File: src/rtl/sync_down_counter.sv
// sync_down_counter: loadable synchronous down counter / interval timer with
// terminal-count pulse and optional auto-reload. Rev 1.0
`default_nettype none

module sync_down_counter #(
  parameter int N = 4
) (
  input  logic         clk,
  input  logic         reset_n,
  input  logic         clear,
  input  logic         load,
  input  logic [N-1:0] load_val,
  input  logic         en,
  input  logic         auto_reload,
  output logic [N-1:0] q,
  output logic         zero,
  output logic         tc_pulse,
  output logic         busy
);

  typedef enum logic [0:0] {
    S_IDLE  = 1'b0,
    S_COUNT = 1'b1
  } state_t;

  localparam logic [N-1:0] C_ZERO = '0;
  localparam logic [N-1:0] C_ONE  = {{(N-1){1'b0}}, 1'b1};

  state_t       r_state;
  logic [N-1:0] r_q;
  logic [N-1:0] r_reload;
  logic         r_tc;
  logic         w_last;

  // Only q==1 can be the last count: COUNT is never entered with q==0.
  assign w_last = (r_q == C_ONE);

  always_ff @(posedge clk or negedge reset_n) begin
    if (!reset_n) begin
      r_state  <= S_IDLE;
      r_q      <= C_ZERO;
      r_reload <= C_ZERO;
      r_tc     <= 1'b0;
    end else begin
      r_tc <= 1'b0;
      if (clear) begin
        r_q     <= C_ZERO;
        r_state <= S_IDLE;
      end else if (load) begin
        r_q      <= load_val;
        r_reload <= load_val;
        r_state  <= (load_val != C_ZERO) ? S_COUNT : S_IDLE;
      end else if ((r_state == S_COUNT) && en) begin
        if (!w_last) begin
          r_q <= r_q - C_ONE;
        end else begin
          r_tc <= 1'b1;
          if (auto_reload) begin
            r_q <= r_reload;
          end else begin
            r_q     <= C_ZERO;
            r_state <= S_IDLE;
          end
        end
      end
    end
  end

  assign q        = r_q;
  assign zero     = (r_q == C_ZERO);
  assign tc_pulse = r_tc;
  assign busy     = (r_state == S_COUNT);

endmodule

`default_nettype wire
File: config.mk
export PLATFORM = sky130hd
export DESIGN_NAME = sync_down_counter
export DESIGN_NICKNAME = d
export VERILOG_FILES = /design/src/rtl/sync_down_counter.sv
export SDC_FILE = /design/constraint.sdc
export NUM_CORES = 1
export LEC_CHECK = 0
export CAP_MARGIN = 30
export CORE_UTILIZATION = 43
export CTS_BUF_LIST = sky130_fd_sc_hd__clkbuf_4 sky130_fd_sc_hd__clkbuf_8 sky130_fd_sc_hd__clkbuf_16
export CTS_CLUSTER_SIZE = 10
export DETAILED_ROUTE_END_ITERATION = 12
export GPL_TIMING_DRIVEN = 0
export PLACE_DENSITY = 0.69
export SLEW_MARGIN = 20
export SYNTH_ARGS = -nofsm -noshare
export SYNTH_HDL_FRONTEND = slang
export SYNTH_SLANG_ARGS = --single-unit
File: constraint.sdc
create_clock -name clk -period 1.7 [get_ports clk]
set_input_delay 0.17 -clock clk [delete_from_list [all_inputs] [get_ports clk]]
set_output_delay 0.17 -clock clk [all_outputs]
set_load 0.02 [all_outputs]
# ---- After elaboration in Yosys (flattened, before gate mapping)
# Cells that the tools add are included.
dict set report word_totals {
  register_bits 10
  word_cells 30
  output_inout_bits 7
}
dict set report classes {
  n_eq_ne 2
  n_reduce_logical 7
  bitwise_logic 1
  n_mux 15
  addsub 1
}
# operator count
set ops {}
lappend ops {{two-way mux 4 bit} 5}
lappend ops {{two-way mux 1 bit} 10}
lappend ops {{nonzero test 3 bit} 2}
lappend ops {{equality test 4 x 1 -> 1 bit (second input constant)} 1}
lappend ops {{zero test 4 bit} 1}
lappend ops {{nonzero test 4 bit} 1}
lappend ops {{subtractor 4 x 1 -> 4 bit (second input constant)} 1}
lappend ops {{inequality test 3 bit (second input constant)} 1}
lappend ops {{AND reduction 3 bit} 1}
lappend ops {{AND reduction 2 bit} 1}
lappend ops {{logical AND 1 bit} 1}
lappend ops {{NOT 1 bit} 1}

# ---- Logic depth before layout (Yosys ltp)
dict set report depth {
  word_depth 5
  depth_mapped 6
  mapped_depth_nobuf 6
}

# ---- Worst setup path after synthesis
# OpenSTA, ideal clock, no wires.
dict set report synth_timing {
  kind {register -> register}
  startpoint {register r_q[1], in the netlist q[1]}
  endpoint {register r_state, in the netlist busy}
  required_ps 1568
  path_stages_with_launch 6
  setup_time_ps 132
  setup_slack_ps 103
  period_less_slack_ps 1597
  arrival_time_ps 1465
  cell_sequence {dfrtp_1 inv_1 ha_1 or3b_4 o311ai_1 o21ai_1}
}
dict set report synth_between {
  elab_chain_len 3
}
# item line
set synth_lines {}
lappend synth_lines {{start, declared} 30} ;# logic [N-1:0] r_q;
lappend synth_lines {{start signal, assigned} 50} ;# r_q <= load_val;
lappend synth_lines {{start signal, assigned} 55} ;# r_q <= r_q - C_ONE;
lappend synth_lines {{start signal, assigned} 59} ;# r_q <= r_reload;
lappend synth_lines {{equality test 4 x 1 -> 1 bit} 36} ;# assign w_last = (r_q == C_ONE);
lappend synth_lines {{nonzero test 3 bit (no line)} n/a}
lappend synth_lines {{AND reduction 3 bit (no line)} n/a}
lappend synth_lines {{end signal, assigned} 52} ;# r_state <= (load_val != C_ZERO) ? S_COUNT : S_IDLE;
lappend synth_lines {{end, declared} 29} ;# state_t r_state;
# Every way passes these cells.
# A chain may end at the register's enable or synchronous reset.

# ---- Worst setup path in the final report
# Ends and elaborated chain as after synthesis.

==> flow_summary.yaml <==
logic_synthesis:
  yosysTopAreaCell: "dfrtp_1"
  synth.ff_latch_count: 10
  synth_top_area_share: 0.426
  synth_seq_area_share: 0.426
  synth.distinct_cells: 28
  synth.most_common_cell: "dfrtp_1"
  async_flop_share: 1.00
  ys.flop_type: "dfrtp_1"
  synth_commonest_cells: "dfrtp_1, nor2_1"
  synth_fp_nets: 73
  yosysWarnings: 0
  postSynthAreaPerCell_sq_um: 9.80
  synth_area_sq_um: 588
  synthCells: 60
  ys_top_cells_by_area: "dfrtp_1, mux2_2, ha_1"
  synth_edf_count: 0
die:
  die-area_sq_mm: 0.00152
  die_w_um: 39.0
  core_area_sq_mm: 0.00119
  fp.dieH_um: 39.0
  row_count: 12
  io_pins: 17
  start_util: 0.496
routing:
  viasPerCell: 5.81
  vias: 546
  drt-pass1-iter-count: 4
  dr.first_iter.drc_count: 9
  routed_wl_um: 1370
  drc: 0
  ant_nets: 0
  post_drt_wl_per_cell_um: 14.5
power_and_ir_drop:
  p_leak_nw: 0.329
  p_int_mw: 0.493
  power.density_mw_per_mm2: 883
  ir_drop_mv: 0.568
  combPwrFrac: 0.274
  seqPwrFrac: 0.421
  swShare: 0.301
  power_switching_mw: 0.212
  power_frac_clock: 0.306
run:
  drv_cap: 0
sta:
  fin_skew_ns: 0.00433
  setup_ws_ns: 0.0116
  fin_crit_sh: 0.993
  hold-worst-slack_ns: 0.217
  slew_headroom: 0.697
  rsz0062_at_grt: "yes"
  drv_slew: 0
  worstMarginPinSlew_ns: 0.453
  fmax_mhz: 592
  hold_viol_final: 0
  finalCriticalPeriod_ns: 1.69
  setup_violations: 0
cts:
  cts_setup_buffers: 0
  cts_tree: "yes"
  htree_num_levels: 1
  cts.sink_count: 10
  clk_pin_slew_ns: 0.07
  hold_buffers: 0
  ctsLongestPathBuffers: 2
  cts_root_buf: "clkbuf_4"
  post_cts_resized: 2
  cts_buffers: 3
  clk_latency_ns: 0.26
placed_design:
  io_buffers: 16
  dp_slack_ns: -0.0153
  post-dp-hpwl_um: 1060
  gp_congestion: 0.855
cells_and_area:
  layout.area.seq_sq_um: 250
  synthToLayoutAreaGrowth_pct: 36.0
  layout.nets: 94
  nFillCells: 102
  final_layout_size_suffix_gt1_frac: 0.163
  multi_input_area_sq_um: 325
  antenna_cells: 0
min_path:
  min-delay-path-class: "in2async"
critical_path:
  start_kind: "flop"
  critPathKind: "reg2reg"
  cp_data_required_time_ns: 1.84
  end_kind: "flop"
  cp.arrival_ns: 1.82
  critical_path.max_fanout: 5
global_route:
  grt_pass1_vias: 485
  grt_max_degree: 11
  overflow: 0
  antenna_found_initial: 0
  grt_usage: 0.210
  grt_pass1_wl_um: 2150
outcome:
  outcome: "complete, no violations"
layer usage:
| metal | global-route usage | routed length, um | up-vias |
|---|---|---|---|
| li1 | - | - | 264 |
| met1 | 0.269 | 646 | 258 |
| met2 | 0.338 | 652 | 22 |
| met3 | 0.0520 | 63 | 2 |
| met4 | 0.0776 | 4 | 0 |
| met5 | 0 | 0 | - |
cell usage in the layout, fill, tap and decap left out, types with 2 or more instances in the layout:
cell type / synthesis / layout
nor2_1: 6 / 6
a21oi_2: 2 / 2
clkdlybuf4s50_1: 0 / 15
nor3_1: 3 / 3
nand2_1: 4 / 4
dfrtp_1: 10 / 10
inv_1: 4 / 4
ha_1: 3 / 2
o21ai_0: 4 / 4
nor3b_1: 2 / 2
mux2_2: 4 / 4
clkbuf_4: 0 / 3
final timing paths:
path / from / to / slack (ns) / cells after the start
max reg2reg: q[1] / busy / 0.01 / 5
max in group asynchronous: reset_n / q[3] / 1.17 / 1
min in group clk: r_reload[3] / r_reload[3] / 0.51 / 1
min: reset_n / r_reload[1] / 0.22 / 1
max: q[1] / busy / 0.01 / 5
min reg2reg: r_reload[3] / r_reload[3] / 0.51 / 1
area by class of cell:
cell class | instances | area share
Tap cell | 14 | 0.0219
Sequential cell | 10 | 0.313
Inverter | 4 | 0.0188
Timing Repair Buffer | 16 | 0.194
Multi-Input combinational cell | 46 | 0.407
Clock buffer | 4 | 0.0454
sequential cells by signal, indices dropped and copies added, names as in the netlist:
signal	count
busy	1
q	4
tc_pulse	1
r_reload	4
power by group through the flow:
stage	sequential, mW	clock [mW]	combinational, mW
floorplan	0.311	0	0.0924
global placement	0.301	0	0.190
detailed placement	0.302	0	0.195
CTS	0.297	0.221	0.194
global route	0.301	0.235	0.209
finish	0.297	0.216	0.193
through the flow:
stage,utilization,setup TNS [ns],std cells,power [mW],area (sq um)
floorplan,-,0,60,0.404,588
CTS,0.677,0,94,0.712,803
global route,0.674,-0.0307,94,0.745,800
global placement,0.646,0,90,0.490,766
detailed placement,0.646,-0.0153,90,0.497,766
finish,0.674,0,94,0.706,800
critical path, cell delays in order, from the launching register on:
cell	delay (ns)
dfrtp_1	0.41
inv_1	0.11
ha_2	0.23
or3b_4	0.42
o311ai_1	0.27
o21ai_1	0.11
logic make-up (layout without fill, tap and decap cells):
logic type	count (synthesis)	in the layout	share of synthesized area
adder cells (fa/ha/maj)	3	3	0.0638
AO/OA/AOI/OAI	17	17	0.206
AND/OR/NAND/NOR	22	22	0.202
flip-flops	10	10	0.426
multiplexers	4	4	0.0766
buffers and inverters	4	24	0.0255
Power figures use the tool's default switching activity.
